File: src/rtl/blink_pkg.sv
// rtl/blink_pkg.sv - shared types and defaults for the LED blink bank
// Purpose: mode encoding, default parameter values and the channel-select width helper.
// Ports: none (package).
package blink_pkg;

  typedef enum logic [1:0] {
    OFF   = 2'd0,
    ON    = 2'd1,
    BLINK = 2'd2,
    BURST = 2'd3
  } blink_mode_e;

  localparam int DEF_CHANNELS = 4;
  localparam int DEF_CBITS    = 21;
  localparam int DEF_DBITS    = 8;
  localparam int DEF_BBITS    = 8;

  // Channel-select width; a single channel still gets a 1-bit select.
  function automatic int ch_bits(input int n);
    return (n > 1) ? $clog2(n) : 1;
  endfunction

endpackage

File: src/rtl/blink_chan.sv
// rtl/blink_chan.sv - one LED channel: mode, half-period divider and burst counter
// Purpose: runs OFF/ON/BLINK/BURST on the shared tick and pulses done when a burst ends.
// Ports:
//   clk_i, rst_ni     clock, asynchronous active-low reset
//   tick_i            shared prescaler tick
//   we_i              config write for this channel
//   mode_i, div_i,    config fields loaded on we_i
//   burst_i
//   led_o             registered LED level
//   done_o            one-cycle pulse when a burst completes
module blink_chan
  import blink_pkg::*;
#(
  parameter int DBITS = DEF_DBITS,
  parameter int BBITS = DEF_BBITS
) (
  input  logic              clk_i,
  input  logic              rst_ni,
  input  logic              tick_i,
  input  logic              we_i,
  input  blink_mode_e       mode_i,
  input  logic [DBITS-1:0]  div_i,
  input  logic [BBITS-1:0]  burst_i,
  output logic              led_o,
  output logic              done_o
);

  blink_mode_e      mode_q, mode_d;
  logic [DBITS-1:0] div_q, div_d;
  logic [DBITS-1:0] dcnt_q, dcnt_d;
  logic [BBITS-1:0] bcnt_q, bcnt_d;
  logic             led_q, led_d;
  logic             done_q, done_d;

  always_comb begin
    mode_d = mode_q;
    div_d  = div_q;
    dcnt_d = dcnt_q;
    bcnt_d = bcnt_q;
    led_d  = led_q;
    done_d = 1'b0;
    // A write takes priority over a coincident tick; the tick is lost for this channel.
    if (we_i) begin
      mode_d = mode_i;
      div_d  = div_i;
      dcnt_d = div_i;
      bcnt_d = burst_i;
      led_d  = (mode_i != OFF);
      // An empty burst completes immediately.
      if (mode_i == BURST && burst_i == '0) begin
        mode_d = OFF;
        led_d  = 1'b0;
        done_d = 1'b1;
      end
    end else if (tick_i && (mode_q == BLINK || mode_q == BURST)) begin
      if (dcnt_q != '0) begin
        dcnt_d = dcnt_q - DBITS'(1);
      end else begin
        dcnt_d = div_q;
        led_d  = ~led_q;
        // Bursts count on the falling toggle only.
        if (mode_q == BURST && led_q) begin
          if (bcnt_q == BBITS'(1)) begin
            mode_d = OFF;
            led_d  = 1'b0;
            done_d = 1'b1;
          end else begin
            bcnt_d = bcnt_q - BBITS'(1);
          end
        end
      end
    end
  end

  always_ff @(posedge clk_i or negedge rst_ni) begin
    if (!rst_ni) begin
      mode_q <= OFF;
      div_q  <= '0;
      dcnt_q <= '0;
      bcnt_q <= '0;
      led_q  <= 1'b0;
      done_q <= 1'b0;
    end else begin
      mode_q <= mode_d;
      div_q  <= div_d;
      dcnt_q <= dcnt_d;
      bcnt_q <= bcnt_d;
      led_q  <= led_d;
      done_q <= done_d;
    end
  end

  assign led_o  = led_q;
  assign done_o = done_q;

endmodule

File: src/rtl/blink_bank.sv
// rtl/blink_bank.sv - shared prescaler plus CHANNELS independent LED blink channels
// Purpose: free-running prescaler generates the tick; each channel blinks per its config.
// Ports:
//   clk_i, rst_ni          clock, asynchronous active-low reset
//   cfg_we_i, cfg_ch_i     config write strobe and target channel
//   cfg_mode_i, cfg_div_i, config fields
//   cfg_burst_i
//   led_o                  registered LED levels
//   flg_o                  one-cycle pulse one clock after each prescaler wrap
//   done_o                 per-channel burst-complete pulses
module blink_bank
  import blink_pkg::*;
#(
  parameter int CHANNELS = DEF_CHANNELS,
  parameter int CBITS    = DEF_CBITS,
  parameter int DBITS    = DEF_DBITS,
  parameter int BBITS    = DEF_BBITS
) (
  input  logic                          clk_i,
  input  logic                          rst_ni,
  input  logic                          cfg_we_i,
  input  logic [ch_bits(CHANNELS)-1:0]  cfg_ch_i,
  input  blink_mode_e                   cfg_mode_i,
  input  logic [DBITS-1:0]              cfg_div_i,
  input  logic [BBITS-1:0]              cfg_burst_i,
  output logic [CHANNELS-1:0]           led_o,
  output logic                          flg_o,
  output logic [CHANNELS-1:0]           done_o
);

  localparam int CHW = ch_bits(CHANNELS);

  logic [CBITS-1:0] pcnt_q, pcnt_d;
  logic             flg_q, flg_d;
  logic             tick;

  assign tick   = &pcnt_q;
  assign pcnt_d = pcnt_q + CBITS'(1);
  assign flg_d  = tick;

  always_ff @(posedge clk_i or negedge rst_ni) begin
    if (!rst_ni) begin
      pcnt_q <= '0;
      flg_q  <= 1'b0;
    end else begin
      pcnt_q <= pcnt_d;
      flg_q  <= flg_d;
    end
  end

  assign flg_o = flg_q;

  // Select codes at or above CHANNELS match no instance, so such writes vanish.
  for (genvar i = 0; i < CHANNELS; i++) begin : g_chan
    logic we;
    assign we = cfg_we_i && (cfg_ch_i == CHW'(i));

    blink_chan #(
      .DBITS (DBITS),
      .BBITS (BBITS)
    ) u_chan (
      .clk_i   (clk_i),
      .rst_ni  (rst_ni),
      .tick_i  (tick),
      .we_i    (we),
      .mode_i  (cfg_mode_i),
      .div_i   (cfg_div_i),
      .burst_i (cfg_burst_i),
      .led_o   (led_o[i]),
      .done_o  (done_o[i])
    );
  end

endmodule

File: config.mk
export PLATFORM = sky130hd
export DESIGN_NAME = blink_bank
export DESIGN_NICKNAME = d
export VERILOG_FILES = /design/src/rtl/blink_pkg.sv /design/src/rtl/blink_chan.sv /design/src/rtl/blink_bank.sv
export SDC_FILE = /design/constraint.sdc
export NUM_CORES = 1
export LEC_CHECK = 0
export ABC_AREA = 1
export CORE_ASPECT_RATIO = 0.7
export CORE_MARGIN = 3
export CORE_UTILIZATION = 40
export DETAILED_ROUTE_END_ITERATION = 10
export HOLD_SLACK_MARGIN = 0.03
export PLACE_DENSITY = 0.59
export SKIP_LAST_GASP = 1
export SYNTH_ARGS = -nofsm -noshare
export SYNTH_HDL_FRONTEND = slang
export SYNTH_SLANG_ARGS = --single-unit
export TNS_END_PERCENT = 50
File: constraint.sdc
create_clock -name clk_i -period 1.7 [get_ports clk_i]
set_input_delay 0.17 -clock clk_i [delete_from_list [all_inputs] [get_ports clk_i]]
set_output_delay 0.17 -clock clk_i [all_outputs]
set_load 0.01 [all_outputs]
=== Yosys cells after proc, flatten, opt, wreduce, memory -nomap -nowiden ===
Index checks and enable logic that the tools add are counted.

* Output and inout bits: 9
* Bits of input ports: 23
* Logic and storage cells: 207
* Flip-flop bits (word level): 134

* Add/subtract/negate cells: 9
* Reduce and logical (&&, ||, !) cells: 49
* Equality and inequality tests: 24
* Muxes and demuxes: 95
* Bitwise gates (word level): 4

{| class="wikitable"
|+ Operator list
! cell !! count
|-
| $mux W8 || 32
|-
| $sub A8 B1 Y8 const B || 8
|-
| $mux W1 || 42
|-
| $mux W2 || 21
|-
| $eq A8 B1 Y1 const B || 4
|-
| $reduce_and A4 Y1 || 8
|-
| $reduce_bool A8 Y1 || 4
|-
| $reduce_bool A2 Y1 || 13
|-
| $eq A2 B2 Y1 const B || 11
|-
| $add A21 B1 Y21 const B || 1
|-
| $reduce_and A21 Y1 || 1
|-
| $ne A2 B1 Y1 const B || 8
|-
| $logic_and A1 B1 Y1 || 13
|-
| $logic_not A8 Y1 || 1
|-
| $reduce_and A2 Y1 || 4
|-
| $logic_or A1 B1 Y1 || 4
|-
| $not A1 Y1 || 4
|-
| $eq A2 B1 Y1 const B || 1
|-
| $logic_not A2 Y1 || 1
|}

=== Longest topological paths before layout ===
Gate-level depths: netlist of run 1.

* Word-level depth: 6
* Gate-level depth with buffers: 11
* Depth with buffers taken out: 11

=== By module ===
Synthesis of run 1 repeated with hierarchy kept, for this count alone.

* Cells, all modules: 1,203
* Area, all modules: 8,488.1 um^2

{| class="wikitable"
|+ By module, submodules not included
! module !! times used !! area each (um^2) !! cells an instance !! sequential area each (um^2)
|-
| blink_chan (g_chan[0].u_chan ...) || 3 || 1,833.0 || 267 || 700.7
|-
| blink_chan (g_chan[3].u_chan) || 1 || 1,859.3 || 267 || 700.7
|-
| blink_bank || 1 || 1,129.8 || 135 || 550.5
|}

=== Least setup slack after synthesis of run 1 ===
No wires, ideal clock.

* Path type: register to register
* Start: reg pcnt_q[0]
* End: reg g_chan[1].u_chan.mode_q[1]
* Arrival time: 1,505 ps
* Library setup time: 136 ps
* Setup slack: 59 ps
* Cell stages (with the launch flop): 12
* Path buffers: 1
* Period minus slack after synthesis: 1,641 ps
* Data required time: 1,564 ps
* Cells stage by stage: dfrtp_1 ha_1 nand2_1 nor2_4 nand2_4 nor2_8 nand3_2 nand2_1 buf_4 nand2_2 nand2_1 o21ai_0

* Word-level cells in the longest chain between the ends: 4

{| class="wikitable"
|+ RTL lines
! what !! line !! RTL
|-
| start: declaration || blink_bank.sv:33 || <nowiki>logic [CBITS-1:0] pcnt_q, pcnt_d;</nowiki>
|-
| start signal: assignment || blink_bank.sv:46 || <nowiki>pcnt_q <= pcnt_d;</nowiki>
|-
| $reduce_and A21 Y1 || blink_bank.sv:37 || <nowiki>assign tick = &pcnt_q;</nowiki>
|-
| $logic_and A1 B1 Y1 || blink_chan.sv:55 || <nowiki>end else if (tick_i && (mode_q == BLINK || mode_q == BURST)) begin</nowiki>
|-
| $reduce_bool A2 Y1 (no line) || - ||
|-
| $reduce_and A4 Y1 (no line) || - ||
|-
| end signal: assignment || blink_chan.sv:84 || <nowiki>mode_q <= mode_d;</nowiki>
|-
| end: declaration || blink_chan.sv:28 || <nowiki>blink_mode_e mode_q, mode_d;</nowiki>
|}

No other way between the ends.
A chain may end at the register's enable or synchronous reset.

=== Worst setup path in the final report of run 1 ===
* Start: reg pcnt_q[1]
* End: reg g_chan[1].u_chan.bcnt_q[7]

* Word-level cells in the longest chain between the ends: 4

{| class="wikitable"
|+ RTL lines
! what !! line !! RTL
|-
| $reduce_and A21 Y1 || blink_bank.sv:37 ||
|-
| $logic_and A1 B1 Y1 || blink_chan.sv:55 ||
|-
| $reduce_bool A2 Y1 (no line) || - ||
|-
| $reduce_and A4 Y1 (no line) || - ||
|-
| end signal: assignment || blink_chan.sv:87 || <nowiki>bcnt_q <= bcnt_d;</nowiki>
|-
| end: declaration || blink_chan.sv:31 || <nowiki>logic [BBITS-1:0] bcnt_q, bcnt_d;</nowiki>
|}

No other way between the ends.

==> out/summary.json, run 1 <==
{
  "worst_setup_path_end_kind": {"value": "flop"},
  "r2r-end": {"value": "g_chan[1].u_chan.bcnt_q[7]"},
  "post_route_cells_drive_above_1_share": {"value": 0.147},
  "ir_drop": {"value": 0.675, "unit": "mV"},
  "num_rows": {"value": 42},
  "start_util": {"value": 0.415},
  "netlist-cell-type-count": {"value": 36},
  "cts.path.max_buffers": {"value": 2},
  "timing.critical_path.slowest_stage_cell": {"value": "dfrtp_1"},
  "place.detailed.hpwl": {"value": 16.1, "unit": "mm"},
  "cts-htree-levels": {"value": 4},
  "syn_to_final_growth": {"value": 26.7, "unit": "%"},
  "wire_per_inst": {"value": 14.4, "unit": "um"},
  "status": {"value": "complete, no violations"},
  "cts_sinks": {"value": 134},
  "rrSetupSlack": {"value": 0.001, "unit": "ns"},
  "post-route-worst-setup-slack": {"value": 0.00149, "unit": "ns"},
  "vias_in_the_first_global_route": {"value": 7058},
  "longest_individual_stage_delay_on_the_worst_path": {"value": 0.37, "unit": "ns"},
  "grt_start_max_net_pins": {"value": 38},
  "reg2reg_from": {"value": "pcnt_q[1]"},
  "shortest_clock_period_the_worst_path_allows_after_layout": {"value": 1.70, "unit": "ns"},
  "critical_path.n_buffers_inverters": {"value": 1},
  "final_nets": {"value": 1282},
  "path_class": {"value": "flop to flop"},
  "synth.net_count": {"value": 1155},
  "clock_power_share": {"value": 0.326},
  "timing_worst_slew_pin_value": {"value": 0.381, "unit": "ns"},
  "clock_latency": {"value": 0.43, "unit": "ns"},
  "worst_slew_margin_rel": {"value": 0.746},
  "timing.clock.skew": {"value": 0.00761, "unit": "ns"},
  "pin_count": {"value": 32},
  "portion_of_total_power_attributed_to_combinational_logic": {"value": 0.311},
  "required": {"value": 2.01, "unit": "ns"},
  "synth_seq_area_share": {"value": 0.421},
  "die_area": {"value": 21700, "unit": "um2"},
  "power_frac_seq": {"value": 0.363},
  "drv_cap": {"value": 0},
  "finalPower": {"value": 12000, "unit": "uW"},
  "power_per_cell_area": {"value": 1190, "unit": "nW/um2"},
  "syn-instance-count": {"value": 1115},
  "switching_share": {"value": 0.349},
  "gp_congestion": {"value": 0.886},
  "synth_area": {"value": 7970, "unit": "um2"},
  "internal_power": {"value": 7810, "unit": "uW"},
  "slew_violations": {"value": 0},
  "critical_path.cell_chain": {"value": "ha_2 > nand2_2 > nor2_4 > nand2_4 > nor2_8 > nand3_2 > nand2_4 > buf_4 > nand3_4 > nand2_1 > nand2_1"},
  "setup.worst_path.start_class": {"value": "flop"},
  "grt_pass1_wl": {"value": 36.7, "unit": "mm"},
  "drt-initial-drc-count": {"value": 675},
  "grt_antenna_before_repair": {"value": 0},
  "buffer_ports.inserted": {"value": 31},
  "max_clock_freq": {"value": 589, "unit": "MHz"},
  "synth_area_per_cell": {"value": 7.15, "unit": "um2"},
  "timing_hold_violations_final": {"value": 0},
  "period_share": {"value": 0.999},
  "floorplan.core_area": {"value": 19200, "unit": "um2"},
  "cts_made_buffers": {"value": 17},
  "antenna_violating_nets_post_route": {"value": 0},
  "path_max_fanout": {"value": 8},
  "clk_pin_slew": {"value": 0.06, "unit": "ns"},
  "rsz0062_at_grt": {"value": "yes"},
  "grt_ovf": {"value": 0},
  "clock-root-buffer": {"value": "clkbuf_16"},
  "routed_wirelength": {"value": 21.9, "unit": "mm"},
  "timing.critical_path.max_delay_family": {"value": "simple AND/OR/NAND/NOR gates"},
  "antennaDiodeCount": {"value": 0},
  "hold-worst-slack": {"value": 0.228, "unit": "ns"},
  "r2r.worst_path.cells": {"value": 11},
  "fill_cells": {"value": 1821},
  "fin_util": {"value": 0.525},
  "route.vias.total": {"value": 7480},
  "synth.ff_latch_count": {"value": 134},
  "viasPerCell": {"value": 4.92},
  "power.switching": {"value": 4190, "unit": "uW"},
  "cp_data_arrival_time": {"value": 2.01, "unit": "ns"},
  "setup_viol": {"value": 0},
  "dp_worst_setup_slack": {"value": -0.147, "unit": "ns"},
  "ys_warn_count": {"value": 0},
  "die_height": {"value": 124, "unit": "um"},
  "total_leakage_power": {"value": 0.00534, "unit": "uW"},
  "drt_drc_violations_left": {"value": 0},
  "cts_tree": {"value": "built"},
  "die_width": {"value": 175, "unit": "um"},
  "final.setup.tns": {"value": 0, "unit": "ns"},
  "drt_pass1_iterations": {"value": 5},
  "grt_util_all_layers": {"value": 0.213},
  "worst_hold_path_type": {"value": "primary input to async pin"}
}
cell type report:
class | instances | area [um2] | area share
Sequential cell | 134 | 3350 | 0.332
Inverter | 109 | 413 | 0.0409
Clock buffer | 22 | 484 | 0.0479
Clock inverter | 10 | 144 | 0.0142
Multi-Input combinational cell | 836 | 4100 | 0.406
Tap cell | 264 | 330 | 0.0327
Timing Repair Buffer | 144 | 1270 | 0.126
per-stage QoR:
step	cells	area, um2
after global routing	1519	10100
after detailed placement	1477	9250
after global placement	1477	9250
after floorplan	1115	7970
final	1519	10100
after CTS	1512	9950
flip-flops by register name, summed over array words and instances, names as in the netlist:
signal                cells
flg_o                     1
pcnt_q                   21
g_chan.u_chan.done_o      4
g_chan.u_chan.mode_q      8
g_chan.u_chan.led_o       4
g_chan.u_chan.bcnt_q     32
g_chan.u_chan.div_q      32
g_chan.u_chan.dcnt_q     32
layer usage:
metal	wire, um	share of wire	global-route usage	vias up
li1	-	-	-	3845
met1	11900	0.54	0.335	3402
met3	1150	0.053	0.0393	20
met5	0	0	0	-
met2	8620	0.39	0.297	213
met4	261	0.012	0.0568	0
kinds of logic after synthesis:
| group | synth area share |
|---|---|
| flops | 0.421 |
| simple gates | 0.383 |
| fa+ha+maj | 0.0267 |
| compound gates | 0.0554 |
| buf+inv | 0.0786 |
| xor+xnor | 0.0362 |
synth_stat cells:
cell type | count | area (um2)
a21boi_0 | 1 | 7.51
a21oi_1 | 13 | 65.1
a22oi_1 | 2 | 15.0
and2_1 | 2 | 12.5
buf_1 | 2 | 7.51
buf_2 | 6 | 30.0
buf_4 | 11 | 82.6
buf_6 | 4 | 45.0
clkbuf_1 | 14 | 52.6
clkinv_1 | 2 | 7.51
dfrtp_1 | 134 | 3350
ha_1 | 17 | 213
inv_1 | 104 | 390
inv_2 | 3 | 11.3
nand2_1 | 410 | 1540
nand2_2 | 5 | 31.3
nand2_4 | 1 | 11.3
nand3_1 | 121 | 606
nand3_2 | 5 | 50.1
nand3b_1 | 1 | 7.51
nand4_1 | 48 | 300
nand4_2 | 1 | 12.5
nor2_1 | 93 | 349
nor2_2 | 1 | 6.26
nor2_4 | 4 | 45.0
nor2_8 | 1 | 20.0
nor3_1 | 7 | 35.0
nor3b_2 | 1 | 12.5
o211ai_1 | 4 | 30.0
o21ai_0 | 53 | 265
o21ai_1 | 2 | 10.0
o21ai_2 | 2 | 17.5
o22ai_1 | 5 | 31.3
or2_2 | 2 | 12.5
xnor2_1 | 15 | 131
xor2_1 | 18 | 158
cells in the final DEF, fill, tap and decap left out, drive strengths merged, types with 2 or more instances in the layout:
| master | n |
|---|---|
| and2 | 2 |
| o22ai | 5 |
| o21ai | 57 |
| nand2 | 417 |
| nand4 | 49 |
| nor2 | 99 |
| xnor2 | 15 |
| or2 | 2 |
| clkinv | 5 |
| nor3 | 7 |
| buf | 112 |
| clkbuf | 23 |
| inv | 107 |
| clkdlybuf4s50 | 30 |
| o211ai | 4 |
| a21oi | 13 |
| nand3 | 126 |
| a22oi | 2 |
| bufinv | 3 |
| xor2 | 18 |
| dfrtp | 134 |
| clkinvlp | 4 |
| ha | 17 |
worst reg2reg max path, stage by stage (launching register included):
cell	delay [ns]
dfrtp_1	0.37
ha_2	0.21
nand2_2	0.06
nor2_4	0.11
nand2_4	0.08
nor2_8	0.15
nand3_2	0.12
nand2_4	0.10
buf_4	0.14
nand3_4	0.12
nand2_1	0.09
nand2_1	0.05
timing repair:
item                                    4_1_cts  5_1_grt
gates resized for setup                      10       23
hold buffers                                  1        0
buffers inserted                              2        5
gates cloned                                  0        2
endpoints found under the hold margin       134        0
endpoints found under the setup margin       61       76
pin swaps                                     3        7
power by group through the flow:
| stage | logic (uW) | clock network (uW) | registers [uW] |
|---|---|---|---|
| finish | 3730 | 3920 | 4350 |
| global route | 4310 | 4120 | 4450 |
| floorplan | 2620 | 0 | 4220 |
| CTS | 3660 | 4010 | 4330 |
| global placement | 3570 | 0 | 4380 |
| detailed placement | 3620 | 0 | 4370 |
worst max-delay path by stage:
stage	end	slack, ns	depth (start not counted)	from
after floorplan	g_chan[1].u_chan.mode_q[1]	0.06	11	pcnt_q[0]
after global placement	g_chan[1].u_chan.bcnt_q[7]	-0.09	11	pcnt_q[0]
after detailed placement	g_chan[1].u_chan.bcnt_q[3]	-0.15	11	pcnt_q[0]
after CTS	g_chan[3].u_chan.led_o	0.004	11	pcnt_q[1]
after global routing	g_chan[1].u_chan.bcnt_q[2]	-0.12	11	pcnt_q[0]
final	g_chan[1].u_chan.bcnt_q[7]	0.001	11	pcnt_q[1]
(Power assumes the default switching activity.)
==> run 2: changes to the inputs <==
--- a/config.mk
+++ b/config.mk
@@ -12,7 +12,9 @@
 export DETAILED_ROUTE_END_ITERATION = 10
 export HOLD_SLACK_MARGIN = 0.03
 export PLACE_DENSITY = 0.59
+export REMOVE_ABC_BUFFERS = 1
 export SKIP_LAST_GASP = 1
+export SLEW_MARGIN = 10
 export SYNTH_ARGS = -nofsm -noshare
 export SYNTH_HDL_FRONTEND = slang
 export SYNTH_SLANG_ARGS = --single-unit
==> run 2 against run 1 <==
The run now ends with negative setup slack left. Clock skew is 0.0034 ns higher. Maximum frequency is 2.3% lower. Routed wire length is 1.6% higher. Die area stayed put. Non-clock buffer count stayed put. First-iteration DRC count is 6.4% higher. Clock power is 6.9% higher. Final cell count hardly changed. Critical endpoint is now g_chan[0].u_chan.bcnt_q[3]. Design area is 0.36% higher. Highest routed layer is now met5. Via count is 1.5% higher.
==> out/summary.json, run 2 (same netlist as run 1, synthesis figures left out) <==
{
  "status": {"value": "finished with violations"},
  "failed_checks": {"value": "negative setup slack"},
  "timing_hold_violations_final": {"value": 0},
  "rsz0062_at_grt": {"value": "yes"},
  "die_height": {"value": 124, "unit": "um"},
  "final_common_cell": {"value": "nand2_1"},
  "antenna_violating_nets_post_route": {"value": 0},
  "dpl.cell_count": {"value": 1479},
  "buffer_ports.inserted": {"value": 31},
  "final_nets": {"value": 1281},
  "num_rows": {"value": 42},
  "die_area": {"value": 21700, "unit": "um2"},
  "met1_track_usage_gr": {"value": 0.337},
  "worst_hold_path_type": {"value": "primary input to async pin"},
  "gp_congestion": {"value": 0.848},
  "longest_individual_stage_delay_on_the_worst_path": {"value": 0.37, "unit": "ns"},
  "floorplan.core_area": {"value": 19200, "unit": "um2"},
  "route.vias.total": {"value": 7589},
  "fill_cells": {"value": 1844},
  "drv_cap": {"value": 0},
  "vias_in_the_first_global_route": {"value": 6911},
  "most_used_cells_in_the_layout_excluding_fill_and_tap_cells": {"value": "nand2_1 (395), dfrtp_1 (134), nand3_1 (118), inv_1 (104), buf_4 (100)"},
  "period_share": {"value": 1.02},
  "reg2reg_from": {"value": "pcnt_q[0]"},
  "clock-root-buffer": {"value": "clkbuf_16"},
  "syn_to_final_growth": {"value": 27.1, "unit": "%"},
  "die_width": {"value": 175, "unit": "um"},
  "post-route-worst-setup-slack": {"value": -0.0385, "unit": "ns"},
  "path_max_fanout": {"value": 8},
  "cts_made_buffers": {"value": 17},
  "timing_worst_slew_pin_value": {"value": 0.406, "unit": "ns"},
  "r2r-end": {"value": "g_chan[0].u_chan.bcnt_q[3]"},
  "path_class": {"value": "flop to flop"},
  "setup.worst_path.start_class": {"value": "flop"},
  "slew_violations": {"value": 0},
  "max_clock_freq": {"value": 575, "unit": "MHz"},
  "required": {"value": 2.02, "unit": "ns"},
  "ir_drop": {"value": 0.704, "unit": "mV"},
  "grt_start_max_net_pins": {"value": 37},
  "timing.clock.skew": {"value": 0.0110, "unit": "ns"},
  "cts.path.max_buffers": {"value": 2},
  "worst_slew_margin_rel": {"value": 0.729},
  "shortest_clock_period_the_worst_path_allows_after_layout": {"value": 1.74, "unit": "ns"},
  "pin_count": {"value": 32},
  "antennaDiodeCount": {"value": 0},
  "rrSetupSlack": {"value": -0.04, "unit": "ns"},
  "setup_viol": {"value": 13},
  "r2r.worst_path.cells": {"value": 12},
  "wire_per_inst": {"value": 14.7, "unit": "um"},
  "clock_latency": {"value": 0.43, "unit": "ns"},
  "routed_wirelength": {"value": 22.3, "unit": "mm"},
  "place.detailed.hpwl": {"value": 16.5, "unit": "mm"},
  "critical_path.cell_chain": {"value": "ha_2 > nand2_2 > nor2_4 > nand2_4 > nor2_8 > buf_12 > nand3_4 > nand2_4 > nand3_2 > buf_6 > nand2_2 > nand2_1"},
  "cts_tree": {"value": "built"},
  "gr-max-usage-layer": {"value": "met1"},
  "worst_setup_path_end_kind": {"value": "flop"},
  "reg_top3": {"value": "g_chan.u_chan.bcnt_q: 32 flops, g_chan.u_chan.dcnt_q: 32 flops, g_chan.u_chan.div_q: 32 flops"},
  "drt_pass1_iterations": {"value": 5},
  "final_cells": {"value": 1518},
  "grt_pass1_wl": {"value": 36.7, "unit": "mm"},
  "start_util": {"value": 0.415},
  "viasPerCell": {"value": 5.00},
  "hold-worst-slack": {"value": 0.219, "unit": "ns"},
  "met3_usage": {"value": 0.0491},
  "timing.critical_path.max_delay_family": {"value": "simple AND/OR/NAND/NOR gates"},
  "power_per_cell_area": {"value": 1220, "unit": "nW/um2"},
  "drt-initial-drc-count": {"value": 718},
  "critical_path.n_buffers_inverters": {"value": 2},
  "grt_util_all_layers": {"value": 0.215},
  "grt_antenna_before_repair": {"value": 2},
  "total_leakage_power": {"value": 0.00536, "unit": "uW"},
  "cp_data_arrival_time": {"value": 2.06, "unit": "ns"},
  "clk_pin_slew": {"value": 0.06, "unit": "ns"},
  "grt_ovf": {"value": 0},
  "cts_sinks": {"value": 134},
  "cts-htree-levels": {"value": 4},
  "drt_drc_violations_left": {"value": 0},
  "timing.critical_path.slowest_stage_cell": {"value": "dfrtp_1"},
  "post_route_cells_drive_above_1_share": {"value": 0.152},
  "global_route.usage.met2": {"value": 0.298}
}
[run 2: cell types whose count changed in the layout (fill, tap and decap cells not counted), moves of 3 or more]
cell / previous run / this run
nand2_1: 404 / 395
nand2_2: 6 / 15
clkbuf_8: 4 / 1
clkinvlp_4: 4 / 1
[run 2: worst max path at each step]
stage	depth (start not counted)	start	to
after floorplan	10	pcnt_q[0]	g_chan[2].u_chan.bcnt_q[7]
after global placement	10	pcnt_q[0]	g_chan[3].u_chan.bcnt_q[7]
after detailed placement	12	pcnt_q[0]	g_chan[0].u_chan.bcnt_q[3]
after CTS	10	pcnt_q[0]	g_chan[3].u_chan.bcnt_q[6]
after global routing	12	pcnt_q[0]	g_chan[0].u_chan.bcnt_q[3]
final	12	pcnt_q[0]	g_chan[0].u_chan.bcnt_q[3]
[run 2: timing repair]
action	4_1_cts	5_1_grt
resized for setup	15	20
endpoints found under the hold margin	134	0
setup endpoints to repair	59	79
setup buffers	4	2
hold buffers	1	0
gates cloned	0	0
pin swaps	8	6
[run 2: layer usage]
metal	wire length, um	vias up
met5	22	-
met4	228	4
met3	1260	23
met2	9020	196
met1	11800	3515
li1	-	3851
[run 2: layout make-up]
cell class	instances	area, um2	area share
multi-input cells	835	4100	0.404
flip-flops and latches	134	3350	0.331
repair buffers	144	1280	0.126
clock buffers	19	443	0.0437
inverters	109	417	0.0411
well taps	264	330	0.0326
clock inverters	13	219	0.0216
[run 2: power breakdown]
part / internal [uW] / switching (uW)
sequential: 3780 / 563
clock: 2670 / 1530
combinational: 1580 / 2220
total: 8030 / 4310
[run 2: stage by stage]
step / total power (uW) / worst slack (ns) / TNS [ns] / util / cell area (um2)
global placement: 8020 / -0.0775 / -1.74 / 0.483 / 9290
global route: 13200 / -0.138 / -5.60 / 0.527 / 10100
finish: 12300 / -0.0385 / -0.291 / 0.527 / 10100
detailed placement: 8060 / -0.117 / -3.43 / 0.483 / 9290
CTS: 12300 / -0.0231 / -0.175 / 0.523 / 10100
floorplan: 6770 / -0.279 / -9.76 / - / 7760
==> run 3: changes to the inputs <==
--- a/config.mk
+++ b/config.mk
@@ -6,10 +6,12 @@
 export NUM_CORES = 1
 export LEC_CHECK = 0
 export ABC_AREA = 1
+export CAP_MARGIN = 20
 export CORE_ASPECT_RATIO = 0.7
 export CORE_MARGIN = 3
 export CORE_UTILIZATION = 40
 export DETAILED_ROUTE_END_ITERATION = 10
+export GPL_TIMING_DRIVEN = 0
 export HOLD_SLACK_MARGIN = 0.03
 export PLACE_DENSITY = 0.59
 export REMOVE_ABC_BUFFERS = 1
==> run 3 against run 2 <==
The run still ends with negative setup slack left. Clock-buffer cell count shrank 2. Non-clock buffer count down 62. Clock skew down 0.0034 ns. Worst hold slack improved by 0.097 ns. Design area down 0.47%. First-iteration DRC count shrank 11%.
==> out/summary.json, run 3 (same netlist as run 1, synthesis figures left out) <==
{
  "die_width": {"value": 175, "unit": "um"},
  "timing.critical_path.max_delay_family": {"value": "simple AND/OR/NAND/NOR gates"},
  "rsz0062_at_grt": {"value": "yes"},
  "area_of_combinational_cells_with_multiple_inputs": {"value": 4520, "unit": "um2"},
  "antenna_violating_nets_post_route": {"value": 0},
  "status": {"value": "finished with violations"},
  "critical_path.cell_chain": {"value": "ha_2 > nand2_2 > nor2_4 > nand2_4 > nor2_8 > nand3_4 > nand2_8 > buf_12 > nand3_4 > nand2_1 > nand2_1"},
  "cts_tree": {"value": "built"},
  "fill_cells": {"value": 1824},
  "route.vias.total": {"value": 7635},
  "viasPerCell": {"value": 5.20},
  "buffer_ports.inserted": {"value": 31},
  "worst_setup_path_end_kind": {"value": "flop"},
  "clk_pin_slew": {"value": 0.06, "unit": "ns"},
  "final_nets": {"value": 1232},
  "longest_individual_stage_delay_on_the_worst_path": {"value": 0.35, "unit": "ns"},
  "drv_cap": {"value": 0},
  "post-route-worst-setup-slack": {"value": -0.0964, "unit": "ns"},
  "antennaDiodeCount": {"value": 0},
  "cts_sinks": {"value": 134},
  "place.detailed.hpwl": {"value": 14.5, "unit": "mm"},
  "hold-worst-slack": {"value": 0.316, "unit": "ns"},
  "gp_congestion": {"value": 0.862},
  "post_route_cells_drive_above_1_share": {"value": 0.150},
  "shortest_clock_period_the_worst_path_allows_after_layout": {"value": 1.80, "unit": "ns"},
  "grt_start_max_net_pins": {"value": 73},
  "drt_drc_violations_left": {"value": 0},
  "final-seq-area": {"value": 3350, "unit": "um2"},
  "cts_made_buffers": {"value": 17},
  "grt_pass1_wl": {"value": 36.6, "unit": "mm"},
  "worst_hold_path_type": {"value": "primary input to async pin"},
  "reg_top3": {"value": "g_chan.u_chan.bcnt_q: 32 flops, g_chan.u_chan.dcnt_q: 32 flops, g_chan.u_chan.div_q: 32 flops"},
  "timing.clock.skew": {"value": 0.00761, "unit": "ns"},
  "pin_count": {"value": 32},
  "final.setup.tns": {"value": -2.61, "unit": "ns"},
  "timing.critical_path.slowest_stage_cell": {"value": "dfrtp_1"},
  "total_leakage_power": {"value": 0.00517, "unit": "uW"},
  "drt-initial-drc-count": {"value": 641},
  "floorplan.core_area": {"value": 19200, "unit": "um2"},
  "period_share": {"value": 1.06},
  "timing_worst_slew_pin_value": {"value": 0.717, "unit": "ns"},
  "wire_per_inst": {"value": 16.5, "unit": "um"},
  "final_common_cell": {"value": "nand2_1"},
  "failed_checks": {"value": "negative setup slack"},
  "path_max_fanout": {"value": 8},
  "most_used_cells_in_the_layout_excluding_fill_and_tap_cells": {"value": "nand2_1 (383), dfrtp_1 (134), nand3_1 (107), inv_1 (95), nor2_1 (90)"},
  "dp_worst_setup_slack": {"value": -1.58, "unit": "ns"},
  "finalPower": {"value": 12000, "unit": "uW"},
  "worst_slew_margin_rel": {"value": 0.521},
  "syn_to_final_growth": {"value": 26.5, "unit": "%"},
  "cts.path.max_buffers": {"value": 2},
  "drt_pass1_iterations": {"value": 5},
  "vias_in_the_first_global_route": {"value": 6678},
  "grt_ovf": {"value": 0},
  "routed_wirelength": {"value": 24.2, "unit": "mm"},
  "max_clock_freq": {"value": 557, "unit": "MHz"},
  "cp_data_arrival_time": {"value": 2.11, "unit": "ns"},
  "fin_util": {"value": 0.525},
  "clock_latency": {"value": 0.43, "unit": "ns"},
  "clock-root-buffer": {"value": "clkbuf_16"},
  "start_util": {"value": 0.415},
  "cts-htree-levels": {"value": 4},
  "die_height": {"value": 124, "unit": "um"},
  "slew_violations": {"value": 0},
  "power_per_cell_area": {"value": 1180, "unit": "nW/um2"},
  "grt_antenna_before_repair": {"value": 0},
  "path_class": {"value": "flop to flop"},
  "setup_viol": {"value": 54},
  "critical_path.n_buffers_inverters": {"value": 1},
  "num_rows": {"value": 42},
  "die_area": {"value": 21700, "unit": "um2"},
  "grt_util_all_layers": {"value": 0.217},
  "ir_drop": {"value": 0.775, "unit": "mV"},
  "timing_hold_violations_final": {"value": 0},
  "setup.worst_path.start_class": {"value": "flop"},
  "required": {"value": 2.01, "unit": "ns"}
}
run 3: cell types whose count changed in the layout (fill, tap and decap cells not counted), moves of 4 or more:
cell and delta:
nand3_2 +4, nand2_4 +6, nand3_1 -11, nand3_4 +9, nand2_2 +6, buf_4 -61, clkinvlp_4 +12, nand2_1 -12
nand2_8 +9, inv_2 +4, inv_1 -9
run 3: where the power goes:
group	total [uW]	internal [uW]	leakage, uW	switching, uW
Clock	3930	2430	0.000279	1500
Sequential	4380	3780	0.00168	592
Combinational	3650	1410	0.00321	2250
run 3: final cells by class:
| type | count | share of cell area |
|---|---|---|
| repair buffers | 82 | 0.0812 |
| clock inverters | 13 | 0.0182 |
| multi-input cells | 846 | 0.448 |
| repair inverters | 2 | 0.00149 |
| clock buffers | 17 | 0.0422 |
| well taps | 264 | 0.0327 |
| flip-flops and latches | 134 | 0.332 |
| inverters | 109 | 0.0435 |
run 3: what timing repair did:
action                     CTS  global route
resized for setup           54            54
pin swaps                   26            21
setup endpoints to repair  106            86
setup buffers               25            22
gates cloned                 6             7
hold buffers                 1             0
hold endpoints to repair    62             0
run 3: worst paths after layout:
kind                                      startpoint                          to  slack (ns)  depth (start not counted)
max in group asynchronous                     rst_ni  g_chan[3].u_chan.bcnt_q[5]        0.59                          3
min reg2reg                g_chan[1].u_chan.div_q[1]   g_chan[1].u_chan.div_q[1]        0.47                          2
max reg2reg                                pcnt_q[0]  g_chan[2].u_chan.bcnt_q[6]        -0.1                         11
min                                           rst_ni   g_chan[0].u_chan.div_q[6]        0.32                          2
min in group clk_i                     cfg_mode_i[0]  g_chan[0].u_chan.mode_q[0]        0.38                          3
max                                        pcnt_q[0]  g_chan[2].u_chan.bcnt_q[6]        -0.1                         11
run 3: through the flow:
step                area, um2  cells
floorplan                7760   1078
global placement         8400   1373
detailed placement       8460   1376
CTS                      9630   1438
global route            10100   1467
finish                  10100   1467
run 3: metal layers:
layer,part of all wire,GRT usage
met1,0.50,0.330
met3,0.071,0.0430
met5,0,0
met4,0.018,0.0548
met2,0.41,0.313
